--- src/rtl/iccm_dump_pkg.sv ---
// Shared types and constants for the ICCM UART read-back dumper.
package iccm_dump_pkg;

    // 1 start bit + 8 data bits + 1 stop bit.
    localparam int FrameBits    = 10;
    // A 32-bit memory word goes out as four bytes, least-significant first.
    localparam int BytesPerWord = 4;

    typedef enum logic [2:0] {
        IDLE,
        REQ,
        WAIT,
        SEND,
        DONE
    } dump_state_e;

endpackage

--- src/rtl/uart_tx_byte.sv ---
// 8N1 UART transmitter for a single byte per handshake. Holds the bit-period
// divisor and bit counters. Accepts the next byte in the last cycle of the
// current stop bit, so frames can run back-to-back with no idle gap.
module uart_tx_byte
    import iccm_dump_pkg::*;
#(
    parameter int DivW = 16
) (
    input  logic            clk_i,
    input  logic            rst_ni,
    input  logic [DivW-1:0] clks_per_bit,
    input  logic            byte_valid,
    output logic            byte_ready,
    input  logic [7:0]      byte_data,
    output logic            tx,
    output logic            frame_done
);

    localparam logic [3:0] StopIdx     = 4'(FrameBits - 1);
    localparam logic [3:0] LastDataIdx = 4'(FrameBits - 2);

    logic            active;
    logic [3:0]      bit_cnt;
    logic [DivW-1:0] div_cnt;
    logic [DivW-1:0] div_last;
    logic [7:0]      shreg;
    logic            bit_end;

    // Bit-boundary detection; a divisor of 0 behaves as 1 cycle per bit.
    always_comb begin
        div_last   = (clks_per_bit == '0) ? '0 : clks_per_bit - DivW'(1);
        bit_end    = active && (div_cnt == div_last);
        frame_done = bit_end && (bit_cnt == StopIdx);
        byte_ready = !active || frame_done;
    end

    // Frame sequencer: start bit on accept, then data LSB first, then stop.
    // NOTE: state registers use non-blocking assignments so every flop
    // samples the pre-edge values regardless of statement order.
    always_ff @(posedge clk_i or negedge rst_ni) begin
        if (!rst_ni) begin
            tx      <= 1'b1;
            active  <= 1'b0;
            bit_cnt <= '0;
            div_cnt <= '0;
            shreg   <= '0;
        end else if (byte_valid && byte_ready) begin
            active  <= 1'b1;
            bit_cnt <= '0;
            div_cnt <= '0;
            shreg   <= byte_data;
            tx      <= 1'b0;
        end else if (frame_done) begin
            active  <= 1'b0;
            bit_cnt <= '0;
            div_cnt <= '0;
            tx      <= 1'b1;
        end else if (bit_end) begin
            div_cnt <= '0;
            bit_cnt <= bit_cnt + 4'd1;
            if (bit_cnt == LastDataIdx) begin
                tx <= 1'b1;
            end else begin
                tx    <= shreg[0];
                shreg <= {1'b0, shreg[7:1]};
            end
        end else if (active) begin
            div_cnt <= div_cnt + DivW'(1);
        end
    end

endmodule

--- src/rtl/iccm_uart_dumper.sv ---
// Reads a contiguous range of ICCM words through the req/rvalid port and
// streams each word out of the UART, byte 0 (bits 7:0) first.
module iccm_uart_dumper
    import iccm_dump_pkg::*;
#(
    parameter int AddrW = 12,
    parameter int DataW = 32,   // fixed at 32: four bytes per word
    parameter int DivW  = 16
) (
    input  logic             clk_i,
    input  logic             rst_ni,
    input  logic             start_i,
    input  logic [AddrW-1:0] base_addr_i,
    input  logic [AddrW:0]   word_count_i,
    input  logic [DivW-1:0]  clks_per_bit_i,
    output logic             req_o,
    output logic [AddrW-1:0] addr_o,
    input  logic [DataW-1:0] rdata_i,
    input  logic             rvalid_i,
    output logic             tx_o,
    output logic             busy_o,
    output logic             done_o
);

    localparam logic [1:0] LastByte = 2'(BytesPerWord - 1);

    dump_state_e      state;
    logic [AddrW:0]   remaining;
    logic [1:0]       byte_idx;
    logic [DataW-1:0] shift_word;
    logic [DivW-1:0]  cpb_q;

    logic             tx_valid;
    logic             tx_ready;
    logic [7:0]       tx_data;
    logic             frame_done;
    logic             word_take;

    // Byte feed to the transmitter: byte 0 comes straight from rdata_i so its
    // start bit lands in the cycle after rvalid_i; later bytes are queued on
    // frame_done so the next start bit follows the stop bit directly.
    // NOTE: every signal gets a default first so no path leaves it unassigned
    // and no latch is inferred.
    always_comb begin
        tx_valid  = 1'b0;
        tx_data   = shift_word[7:0];
        word_take = (state == WAIT) && rvalid_i && tx_ready;
        if (word_take) begin
            tx_valid = 1'b1;
            tx_data  = rdata_i[7:0];
        end else if ((state == SEND) && frame_done && (byte_idx != LastByte)) begin
            tx_valid = 1'b1;
        end
    end

    // Dump sequencer with registered outputs.
    always_ff @(posedge clk_i or negedge rst_ni) begin
        if (!rst_ni) begin
            state      <= IDLE;
            req_o      <= 1'b0;
            addr_o     <= '0;
            busy_o     <= 1'b0;
            done_o     <= 1'b0;
            remaining  <= '0;
            byte_idx   <= '0;
            shift_word <= '0;
            cpb_q      <= '0;
        end else begin
            case (state)
                IDLE: begin
                    if (start_i) begin
                        addr_o    <= base_addr_i;
                        remaining <= word_count_i;
                        cpb_q     <= clks_per_bit_i;
                        byte_idx  <= '0;
                        busy_o    <= 1'b1;
                        if (word_count_i == '0) begin
                            state  <= DONE;
                            done_o <= 1'b1;
                        end else begin
                            state <= REQ;
                            req_o <= 1'b1;
                        end
                    end
                end
                REQ: begin
                    req_o <= 1'b0;
                    state <= WAIT;
                end
                WAIT: begin
                    if (word_take) begin
                        // Byte 0 is already in the transmitter; keep bytes 1..3.
                        shift_word <= rdata_i >> 8;
                        byte_idx   <= '0;
                        state      <= SEND;
                    end
                end
                SEND: begin
                    if (frame_done) begin
                        if (byte_idx == LastByte) begin
                            addr_o    <= addr_o + AddrW'(1);
                            remaining <= remaining - (AddrW+1)'(1);
                            if (remaining == (AddrW+1)'(1)) begin
                                state  <= DONE;
                                done_o <= 1'b1;
                            end else begin
                                state <= REQ;
                                req_o <= 1'b1;
                            end
                        end else begin
                            byte_idx   <= byte_idx + 2'd1;
                            shift_word <= shift_word >> 8;
                        end
                    end
                end
                DONE: begin
                    done_o <= 1'b0;
                    busy_o <= 1'b0;
                    state  <= IDLE;
                end
                default: begin
                    state  <= IDLE;
                    req_o  <= 1'b0;
                    busy_o <= 1'b0;
                    done_o <= 1'b0;
                end
            endcase
        end
    end

    uart_tx_byte #(
        .DivW (DivW)
    ) u_tx (
        .clk_i        (clk_i),
        .rst_ni       (rst_ni),
        .clks_per_bit (cpb_q),
        .byte_valid   (tx_valid),
        .byte_ready   (tx_ready),
        .byte_data    (tx_data),
        .tx           (tx_o),
        .frame_done   (frame_done)
    );

endmodule
--- config.mk ---
export PLATFORM = sky130hd
export DESIGN_NAME = iccm_uart_dumper
export DESIGN_NICKNAME = d
export VERILOG_FILES = /design/src/rtl/iccm_dump_pkg.sv /design/src/rtl/uart_tx_byte.sv /design/src/rtl/iccm_uart_dumper.sv
export SDC_FILE = /design/constraint.sdc
export NUM_CORES = 1
export LEC_CHECK = 0
export ABC_AREA = 1
export BUFFER_PORTS_ARGS = -buffer_cell sky130_fd_sc_hd__clkbuf_2
export CELL_PAD_IN_SITES_DETAIL_PLACEMENT = 1
export CELL_PAD_IN_SITES_GLOBAL_PLACEMENT = 1
export CORE_ASPECT_RATIO = 0.75
export CORE_MARGIN = 2
export CORE_UTILIZATION = 30
export CTS_BUF_LIST = sky130_fd_sc_hd__clkbuf_8
export DETAILED_ROUTE_END_ITERATION = 7
export GPL_TIMING_DRIVEN = 1
export PLACE_DENSITY_LB_ADDON = 0.1
export SYNTH_ARGS = -nofsm -noshare
export SYNTH_HDL_FRONTEND = slang
export SYNTH_SLANG_ARGS = --single-unit
--- constraint.sdc ---
create_clock -name clk_i -period 2.7 [get_ports clk_i]
set_input_delay 0.27 -clock clk_i [delete_from_list [all_inputs] [get_ports clk_i]]
set_output_delay 0.27 -clock clk_i [all_outputs]
set_load 0.005 [all_outputs]
# --- Word-level counts from Yosys, hierarchy flattened ---
# Index checks and enable logic that the tools add are counted.
# W data, S select, Z words.
classes:
  addsub: 6
  mul: 0
  n_div: 0
  order_cmp: 0
  eq_ne: 21
  n_shift: 0
  mux: 59
  bitwise: 3
  n_reduce_logical: 31
ops:
  columns: ["operator", "count"]
  rows:
  - ["$mux W32", 3]
  - ["$mux W16", 5]
  - ["$pmux W32 S2", 1]
  - ["$mux W8", 5]
  - ["$mux W13", 3]
  - ["$mux W12", 3]
  - ["$pmux W13 S2", 1]
  - ["$pmux W12 S2", 1]
  - ["$mux W1", 19]
  - ["$mux W3", 6]
  - ["$add A16 B1 Y16 const B", 1]
  - ["$eq A16 B16 Y1", 1]
  - ["$logic_not A16 Y1", 1]
  - ["$ne A2 B2 Y1 const B", 8]
  - ["$sub A16 B1 Y16 const B", 1]
  - ["$eq A13 B1 Y1 const B", 1]
  - ["$logic_not A13 Y1", 1]
  - ["$sub A13 B1 Y13 const B", 1]
  - ["$add A12 B1 Y12 const B", 1]
  - ["$mux W4", 3]
  - ["$pmux W3 S4", 1]
  - ["$reduce_and A4 Y1", 3]
  - ["$reduce_and A6 Y1", 2]
  - ["$eq A4 B4 Y1 const B", 2]
  - ["other kinds (24)", 46]
totals:
  ff_bits: 111
  latch_bits: 0
  ram_bits: 0
  mem_bits_ro: 0
  word_cells: 134
  memories: 0

# --- Longest topological paths before layout ---
# Gate-level depths: netlist of the first run.
depth:
  word_depth: 12
  mapped_depth: 21
  mapped_depth_nobuf: 20

# --- Hierarchy ---
# Synthesis of the first run repeated with hierarchy kept, for this count alone.
unflattened:
  hier_cells: 976
  area_unflattened_um2: 6718.9
modules_own_cells:
  columns: ["mod", "n_inst", "cells_per_inst", "area_per_inst_um2", "seq_area_each_um2"]
  rows:
  - ["iccm_uart_dumper", 1, 563, 4100.2, 1826.8]
  - ["uart_tx_byte", 1, 413, 2618.8, 752.0]

# --- Least setup slack after synthesis of the first run ---
# Ideal clock, no wire load.
synth_path:
  path_kind: "register to register"
  from: "register cpb_q[0]"
  to: "register addr_o[9]"
  arrival_time_ns: 2.372
  required_time_ns: 2.577
  setup_slack_ns: 0.205
  path_stages_with_launch: 20
  period_less_slack_ns: 2.495
  path_cell_list: "dfrtp_1 inv_2 ha_1 nand2_2 nor2_4 nand2_4 buf_6 nand3_1 nand2_1 nor2_1 nand4_1 nor2_2 nand3_4 nand2_2 nand2_4 nor2_8 nand2_4 buf_6 nand2_1 o21ai_2"
synth_between:
  elab_chain_len: 7
synth_lines:
  columns: ["item", "line", "rtl"]
  rows:
  - ["from (decl)", "iccm_uart_dumper.sv:31", "logic [DivW-1:0] cpb_q;"]
  - ["from (signal assigned)", "iccm_uart_dumper.sv:74", "cpb_q <= clks_per_bit_i;"]
  - ["$sub A16 B1 Y16 / $logic_not A16 Y1 (equally long branches)", "uart_tx_byte.sv:31", "div_last = (clks_per_bit == '0) ? '0 : clks_per_bit - DivW'(1);"]
  - ["$mux W16 *", "uart_tx_byte.sv:31", null]
  - ["$eq A16 B16 Y1 *", "uart_tx_byte.sv:32", "bit_end = active && (div_cnt == div_last);"]
  - ["$logic_and A1 B1 Y1 *", "uart_tx_byte.sv:32", null]
  - ["$logic_and A1 B1 Y1 *", "uart_tx_byte.sv:33", "frame_done = bit_end && (bit_cnt == StopIdx);"]
  - ["$ne A2 B2 Y1 (no source line) *", null, null]
  - ["$reduce_and A4 Y1 (no source line) *", null, null]
  - ["to (signal assigned)", "iccm_uart_dumper.sv:72", "addr_o <= base_addr_i;"]
  - ["to (signal assigned)", "iccm_uart_dumper.sv:101", "addr_o <= addr_o + AddrW'(1);"]
  - ["to (decl)", "iccm_uart_dumper.sv:17", "output logic [AddrW-1:0] addr_o,"]
# Every way passes the cells marked *; elsewhere a longest branch is shown, timed or not.
# A chain may end at the register's enable or synchronous reset.

# --- Worst setup path in the final report of the first run ---
layout_path:
  from: "register cpb_q[1]"
  to: "register u_tx.shreg[5]"
layout_between:
  elab_chain_len: 12
layout_lines:
  columns: ["item", "line", "rtl"]
  rows:
  - ["$sub A16 B1 Y16 / $logic_not A16 Y1 (equally long branches)", "uart_tx_byte.sv:31", null]
  - ["$mux W16 *", "uart_tx_byte.sv:31", null]
  - ["$eq A16 B16 Y1 *", "uart_tx_byte.sv:32", null]
  - ["$logic_and A1 B1 Y1 *", "uart_tx_byte.sv:32", null]
  - ["$logic_and A1 B1 Y1", "uart_tx_byte.sv:33", null]
  - ["$logic_and A1 B1 Y1 (2 in series)", "iccm_uart_dumper.sv:51", "end else if ((state == SEND) && frame_done && (byte_idx != LastByte)) begin"]
  - ["$mux W1", "iccm_uart_dumper.sv:51", null]
  - ["$mux W1", "iccm_uart_dumper.sv:48", "if (word_take) begin"]
  - ["$logic_and A1 B1 Y1", "uart_tx_byte.sv:47", "end else if (byte_valid && byte_ready) begin"]
  - ["$ne A2 B1 Y1 (no source line) / $reduce_bool A2 Y1 (equally long branches)", null, null]
  - ["$reduce_and A3 Y1 (no source line)", null, null]
  - ["to (signal assigned)", "uart_tx_byte.sv:51", "shreg <= byte_data;"]
  - ["to (signal assigned)", "uart_tx_byte.sv:65", "shreg <= {1'b0, shreg[7:1]};"]
  - ["to (decl)", "uart_tx_byte.sv:26", "logic [7:0] shreg;"]
# Marked as above.

==> results of run 1 <==
[cells by family after synthesis]
logic type | count (synthesis)
multiplexers | 13
AND/OR/NAND/NOR | 493
AO/OA/AOI/OAI | 133
XOR/XNOR | 20
adder cells (fa/ha/maj) | 9
buffers and inverters | 134
flip-flops | 103
[sequential cells by signal, summed over array words and instances (netlist names)]
name,cells
addr_o,12
busy_o,1
byte_idx,2
cpb_q,16
done_o,1
remaining,13
req_o,1
shift_word,24
state,3
u_tx.active,1
u_tx.bit_cnt,4
u_tx.div_cnt,16
u_tx.shreg,8
u_tx.tx,1
[metal layers]
metal | GRT usage [%] | wire, um
met1 | 30.7 | 12300
met2 | 27.5 | 9300
met3 | 3.14 | 924
met4 | 3.12 | 161
met5 | 0 | 0
[final cells by class]
class / instances / share of cell area, %
tap: 294 / 4.06
inverter: 105 / 4.38
sequential: 103 / 28.5
multi-input combinational: 671 / 43.4
clock inverter: 7 / 1.01
timing repair buffer: 199 / 17.2
clock buffer: 9 / 1.37
[tightest hold or removal path, cell delays in order]
cell and delay, ns:
clkbuf_2 0.08, nand3_1 0.07, o21ai_1 0.05
[worst min-delay path by stage]
stage / from / to / slack [ns] / depth (start not counted)
6_report: rdata_i[29] / shift_word[21]$_DFFE_PN0P_ / 0.08 / 3
5_1_grt: rdata_i[29] / shift_word[21]$_DFFE_PN0P_ / 0.07 / 3
4_1_cts: rdata_i[29] / shift_word[21]$_DFFE_PN0P_ / 0.07 / 3
3_5_place_dp: rst_ni / addr_o[6]$_DFFE_PN0P_ / 0.29 / 1
3_3_place_gp: rst_ni / addr_o[6]$_DFFE_PN0P_ / 0.29 / 1
2_1_floorplan: rst_ni / addr_o[0]$_DFFE_PN0P_ / -0.03 / 0
[power by group through the flow]
| stage | clock network (mW) | registers [mW] | logic, mW |
|---|---|---|---|
| 2_1_floorplan | 0 | 2.25 | 2.23 |
| 3_3_place_gp | 0 | 2.31 | 3.31 |
| 3_5_place_dp | 0 | 2.31 | 3.37 |
| 4_1_cts | 1.16 | 2.31 | 3.76 |
| 5_1_grt | 1.21 | 2.40 | 4.44 |
| 6_report | 1.11 | 2.34 | 3.97 |
[cell usage after synthesis, types with 4 or more instances]
| library cell | number |
|---|---|
| nand2_1 | 221 |
| nor2_1 | 106 |
| dfrtp_1 | 102 |
| inv_1 | 101 |
| nand3_1 | 75 |
| o21ai_0 | 43 |
| a21oi_1 | 33 |
| nand4_1 | 31 |
| o21ai_2 | 25 |
| clkbuf_1 | 14 |
| xor2_1 | 14 |
| nor3_1 | 12 |
| o21ai_1 | 12 |
| mux2i_1 | 10 |
| buf_6 | 9 |
| ha_1 | 9 |
| o211ai_2 | 9 |
| nor2_2 | 8 |
| nand2_4 | 7 |
| nand3_2 | 6 |
| xnor2_1 | 6 |
| nand2_2 | 4 |
| nor2_4 | 4 |
| nor4_1 | 4 |
| or2_0 | 4 |
[timing repair]
| item | in CTS | in global routing |
|---|---|---|
| buffers inserted | 17 | 15 |
| gates resized for setup | 44 | 66 |
| cloned | 5 | 4 |
| setup endpoints to repair | 61 | 85 |
| pin swaps | 22 | 25 |
| hold buffers | 1 | 0 |
| endpoints found under the hold margin | 29 | 0 |
==> results.py, run 1 <==
metrics = {
    "logic_synthesis": {
        "synthAdderAreaFrac_pct": 1.68,
        "yosys.area.top_type_share_pct": 38.0,
        "synth_compound_area_share_pct": 12.7,
        "syn_avg_cell_area_um2": 7.43,
        "synth_ff_type": "dfrtp_1",
        "synthXorXnorAreaFrac_pct": 2.61,
        "async_flop_share_pct": 100,
        "ys_top_cells_by_area": "dfrtp_1 38%, nand2_1 12%, nor2_1 5.9%",
        "synth-edff-count": 0,
        "yosysTopAreaCell": "dfrtp_1",
        "synth_top_family_by_area": "simple AND/OR/NAND/NOR gates",
        "synth_cells": 905,
        "synth-seq-cells": 103,
        "synth_seq_area_share_pct": 38.4,
        "syn_area_um2": 6720,
        "ys_types": 46,
        "syn-num-nets": 991,
        "synthMuxAreaShare_pct": 1.99,
        "yosys.area_share.simple_pct": 34.0,
        "synth_warnings": 0,
    },
    "place": {
        "dp.final_hpwl_mm": 16.3,
        "portBuffers": 92,
        "post-place-ws_ns": -0.143,
        "dp_cells": 1331,
        "routabilityCongestion": 0.827,
        "postPlaceCellArea_um2": 7980,
    },
    "timing": {
        "skew_ns": 0.0160,
        "finalCriticalPeriod_ns": 2.81,
        "holdWs_ns": 0.0839,
        "final.setup.worst_slack_ns": -0.110,
        "rsz0062_at_grt": "yes",
        "setup-tns-final_ns": -2.10,
        "max_slew_margin_pct": 50.4,
        "setup_viol": 46,
        "max_clock_freq_ghz": 0.356,
        "tightest_slew_ns": 0.742,
        "period_share_pct": 104,
        "slew_violations": 0,
        "hold_viol": 0,
    },
    "drt": {
        "vias": 6636,
        "vias_per_cell": 4.78,
        "wl_per_cell_um": 16.3,
        "ant_nets": 0,
        "drt-initial-drc-count": 304,
        "wl_mm": 22.7,
        "drcViolationCount": 0,
        "dr.pass1.iters": 4,
    },
    "layout": {
        "finalInstanceArea_um2": 9060,
        "nets": 1175,
        "final_common_cell": "nand2_1",
        "fin_cells": 1388,
        "syn_to_final_growth_pct": 34.8,
        "fillers": 2744,
        "diodes": 0,
        "final_util_pct": 41.1,
        "drive_above_1_share_pct": 32.3,
        "layout_common_cells": "199 x nand2_1, 100 x inv_1, 97 x dfrtp_1",
        "multiInputGateArea_um2": 3930,
        "regArea_um2": 2580,
    },
    "global_routing": {
        "grt_pass1_vias": 6676,
        "grt.total_usage_pct": 19.3,
        "grt-ovfl-total": 0,
        "grt_max_degree": 38,
        "grt_pass1_wl_mm": 35.9,
        "antenna_found_initial": 0,
    },
    "hold_path": {
        "hp-class": "input pin to flip-flop",
    },
    "floorplan": {
        "dieArea_um2": 23600,
        "rows": 47,
        "io_pins": 93,
        "die_x_um": 177,
        "start_util_pct": 30.5,
        "die_h_um": 134,
        "coreArea_um2": 22100,
    },
    "setup_path": {
        "crit_family": "simple AND/OR/NAND/NOR gates",
        "rrSetupSlack_ns": -0.11,
        "cpMaxStageDelayCell": "dfrtp_1",
        "setup.worst_path.end": "u_tx.shreg[5]$_DFFE_PN0P_",
        "crit_chain": "inv_2 > ha_4 > nand2_4 > nor2_4 > buf_12 > nand2_8 > nand2_1 > nand2_1 > and2_1 > nand4_1 > nor2_4 > nand3_4 > buf_6 > nand2_8 > nand2_8 > buf_8 > or2_1 > nand3_1 > nand2_1",
        "path_class": "flip-flop to flip-flop",
        "worstPathArrival_ns": 3.11,
        "critPathLaunch": "cpb_q[1]$_DFFE_PN0P_",
        "worstPathMaxFanout": 7,
        "reg2reg_depth": 19,
        "r2r-start": "cpb_q[1]$_DFFE_PN0P_",
        "cp.depth": 19,
        "cp-start-kind": "flip-flop",
        "required_ns": 3.00,
        "endpoint_kind": "flip-flop",
        "path_buf_inv": 4,
        "r2r_end": "u_tx.shreg[5]$_DFFE_PN0P_",
        "slowest_delay_ns": 0.42,
    },
    "outcome": {
        "violations": "negative setup slack",
        "status": "finished with violations",
    },
    "power_and_ir_drop": {
        "powerDensity_nw_per_um2": 819,
        "peakVddDrop_mv": 0.361,
        "seq_power_share_pct": 31.5,
        "p_sw_mw": 3.35,
        "clock_power_share_pct": 15.0,
        "leakage_nw": 4.38,
        "internal_power_mw": 4.07,
        "total_power_mw": 7.41,
        "swShare_pct": 45.2,
        "combinationalPowerShare_pct": 53.5,
    },
    "clock_network": {
        "clkSinkCount": 103,
        "path_clk_slew_ns": 0.12,
        "clockRootBuffer": "clkbuf_8",
        "clock_latency_ns": 0.40,
        "cts_made_buffers": 9,
        "cts_buffer_depth": 2,
        "cts_tree": "yes",
        "cts_max_level": 3,
    },
    "job": {
        "cap_violations": 0,
    },
}
(Power assumes the default switching activity.)
==> run 2: changes to the inputs <==
- CTS_BUF_LIST: sky130_fd_sc_hd__clkbuf_8 -> sky130_fd_sc_hd__clkbuf_4
- RECOVER_POWER: not set -> 50
- SKIP_LAST_GASP: not set -> 1
==> run 2 against run 1 <==
The run ends with max-capacitance violations, max-slew violations, negative setup slack left; total power rose by 4.7%; global-route usage increased by 0.31 points; non-clock buffer count increased by 39; clock power shrank 14%; critical path type unchanged; largest cell class unchanged; largest power group unchanged; highest routed layer unchanged.
==> results.py, run 2 (synthesized netlist as in run 1, its figures left out) <==
metrics = {
    "drt": {
        "vias": 6904,
        "wl_per_cell_um": 16.4,
        "ant_nets": 0,
        "drt-initial-drc-count": 357,
        "dr.pass1.iters": 5,
        "wl_mm": 23.5,
        "drcViolationCount": 0,
        "vias_per_cell": 4.83,
    },
    "layout": {
        "top_regs": "shift_word: 24 flops, cpb_q: 16 flops, u_tx.div_cnt: 16 flops",
        "fin_cells": 1430,
        "final_util_pct": 43.8,
        "largest_reg_flops": 24,
        "drive_above_1_share_pct": 34.7,
        "layout_common_cells": "178 x nand2_1, 100 x inv_1, 97 x dfrtp_1",
        "fillers": 2704,
        "final_common_cell": "nand2_1",
        "top_register": "shift_word",
        "nets": 1215,
        "syn_to_final_growth_pct": 43.7,
    },
    "setup_path": {
        "path_class": "flip-flop to flip-flop",
        "cp-start-kind": "flip-flop",
        "required_ns": 3.14,
        "worstPathArrival_ns": 3.27,
        "endpoint_kind": "flip-flop",
        "worstPathMaxFanout": 7,
        "rrSetupSlack_ns": -0.13,
    },
    "place": {
        "dp_cells": 1331,
        "dp.final_hpwl_mm": 16.3,
        "portBuffers": 92,
        "routabilityCongestion": 0.827,
    },
    "power_and_ir_drop": {
        "total_power_mw": 7.76,
        "seq_power_share_pct": 31.0,
        "powerDensity_nw_per_um2": 804,
        "swShare_pct": 46.2,
        "internal_power_mw": 4.18,
        "p_sw_mw": 3.59,
        "leakage_nw": 4.65,
        "peakVddDrop_mv": 0.370,
        "clock_power_share_pct": 12.3,
        "combinationalPowerShare_pct": 56.7,
    },
    "global_routing": {
        "grt_pass1_vias": 6851,
        "met1_usage_pct": 30.8,
        "grt-busiest-layer": "met1",
        "antenna_found_initial": 1,
        "grtUsageMet3_pct": 2.97,
        "use_met2_pct": 28.5,
        "grt.total_usage_pct": 19.6,
        "grt-ovfl-total": 0,
        "grt_pass1_wl_mm": 36.4,
        "grt_max_degree": 38,
    },
    "timing": {
        "setup_viol": 79,
        "finalCriticalPeriod_ns": 2.83,
        "max_slew_margin_pct": -44.4,
        "rsz0062_at_grt": "yes",
        "hold_viol": 0,
        "period_share_pct": 105,
        "tightest_slew_ns": 2.17,
        "max_clock_freq_ghz": 0.353,
        "slew_violations": 35,
        "skew_ns": 0.0281,
        "setup-tns-final_ns": -5.12,
        "holdWs_ns": 0.0370,
        "final.setup.worst_slack_ns": -0.129,
    },
    "floorplan": {
        "io_pins": 93,
        "start_util_pct": 30.5,
        "rows": 47,
        "coreArea_um2": 22100,
        "die_h_um": 134,
        "die_x_um": 177,
        "dieArea_um2": 23600,
    },
    "clock_network": {
        "path_clk_slew_ns": 0.20,
        "cts_buffer_depth": 2,
        "clock_latency_ns": 0.53,
        "clockRootBuffer": "clkbuf_4",
        "clkSinkCount": 103,
        "cts_made_buffers": 9,
        "cts_tree": "yes",
        "cts_max_level": 3,
    },
    "outcome": {
        "status": "finished with violations",
        "violations": "max-capacitance violations, max-slew violations, negative setup slack",
    },
    "hold_path": {
        "hp-class": "input pin to flip-flop",
    },
    "job": {
        "cap_violations": 1,
    },
}
-- run 2: repair_timing --
item,4_1_cts,5_1_grt
endpoints found under the setup margin,65,85
hold buffers,32,0
gates resized for setup,48,133
pin swaps,23,33
buffers inserted,24,17
endpoints found under the hold margin,60,0
gates cloned,6,6
-- run 2: path summary, 6_finish.rpt --
| kind | to | cells past startpoint | startpoint |
|---|---|---|---|
| hold reg to reg | busy_o$_DFFE_PN0P_ | 2 | busy_o$_DFFE_PN0P_ |
| max in group asynchronous | remaining[5]$_DFFE_PN0P_ | 3 | rst_ni |
| hold / removal | u_tx.shreg[4]$_DFFE_PN0P_ | 4 | rdata_i[4] |
| min in group asynchronous | u_tx.shreg[4]$_DFFE_PN0P_ | 2 | rst_ni |
| setup / recovery | u_tx.shreg[5]$_DFFE_PN0P_ | 20 | cpb_q[1]$_DFFE_PN0P_ |
| setup reg to reg | u_tx.shreg[5]$_DFFE_PN0P_ | 20 | cpb_q[1]$_DFFE_PN0P_ |
-- run 2: cell type report --
| class | instances | area (um2) | area share (%) |
|---|---|---|---|
| Multi-Input combinational cell | 672 | 4180 | 43.2 |
| Sequential cell | 103 | 2580 | 26.8 |
| Timing Repair Buffer | 238 | 1970 | 20.4 |
| Inverter | 105 | 397 | 4.11 |
| Tap cell | 294 | 368 | 3.81 |
| Clock inverter | 7 | 91.3 | 0.946 |
| Clock buffer | 9 | 67.6 | 0.700 |
| Antenna cell | 2 | 5.00 | 0.0518 |
-- run 2: critical path: stages, from the launching register on --
cell and delay, ns:
dfrtp_1 0.44, inv_2 0.07, ha_4 0.17, nand2_4 0.09, nor2_4 0.04, buf_12 0.15
nand2_8 0.09, nand2_1 0.07, nand2_1 0.07, nand2_2 0.08, nor2_2 0.10, nand4_1 0.20
nor2_4 0.19, nand3_4 0.12, buf_6 0.16, nand2_8 0.07, nand2_8 0.10, buf_8 0.16
or2_1 0.22, nand3_1 0.07, nand2_1 0.06
-- run 2: power by group through the flow --
stage | Combinational [mW] | Sequential (mW) | Clock, mW
2_1_floorplan | 2.23 | 2.25 | 0
3_3_place_gp | 3.31 | 2.31 | 0
3_5_place_dp | 3.37 | 2.31 | 0
4_1_cts | 3.81 | 2.31 | 0.988
5_1_grt | 4.89 | 2.47 | 1.05
6_report | 4.40 | 2.41 | 0.952
-- run 2: metrics by stage --
stage               area [um2]  worst slack, ns
CTS                       8940          -0.0256
global placement          7980          -0.0936
detailed placement        7980           -0.143
floorplan                 6720            0.205
global route              9650           -0.294
finish                    9650           -0.129
-- run 2: layer usage --
metal | share of wire (%) | wire (um)
met1 | 53 | 12600
met2 | 42 | 9980
met3 | 3.2 | 762
met4 | 0.80 | 188
met5 | 0 | 0
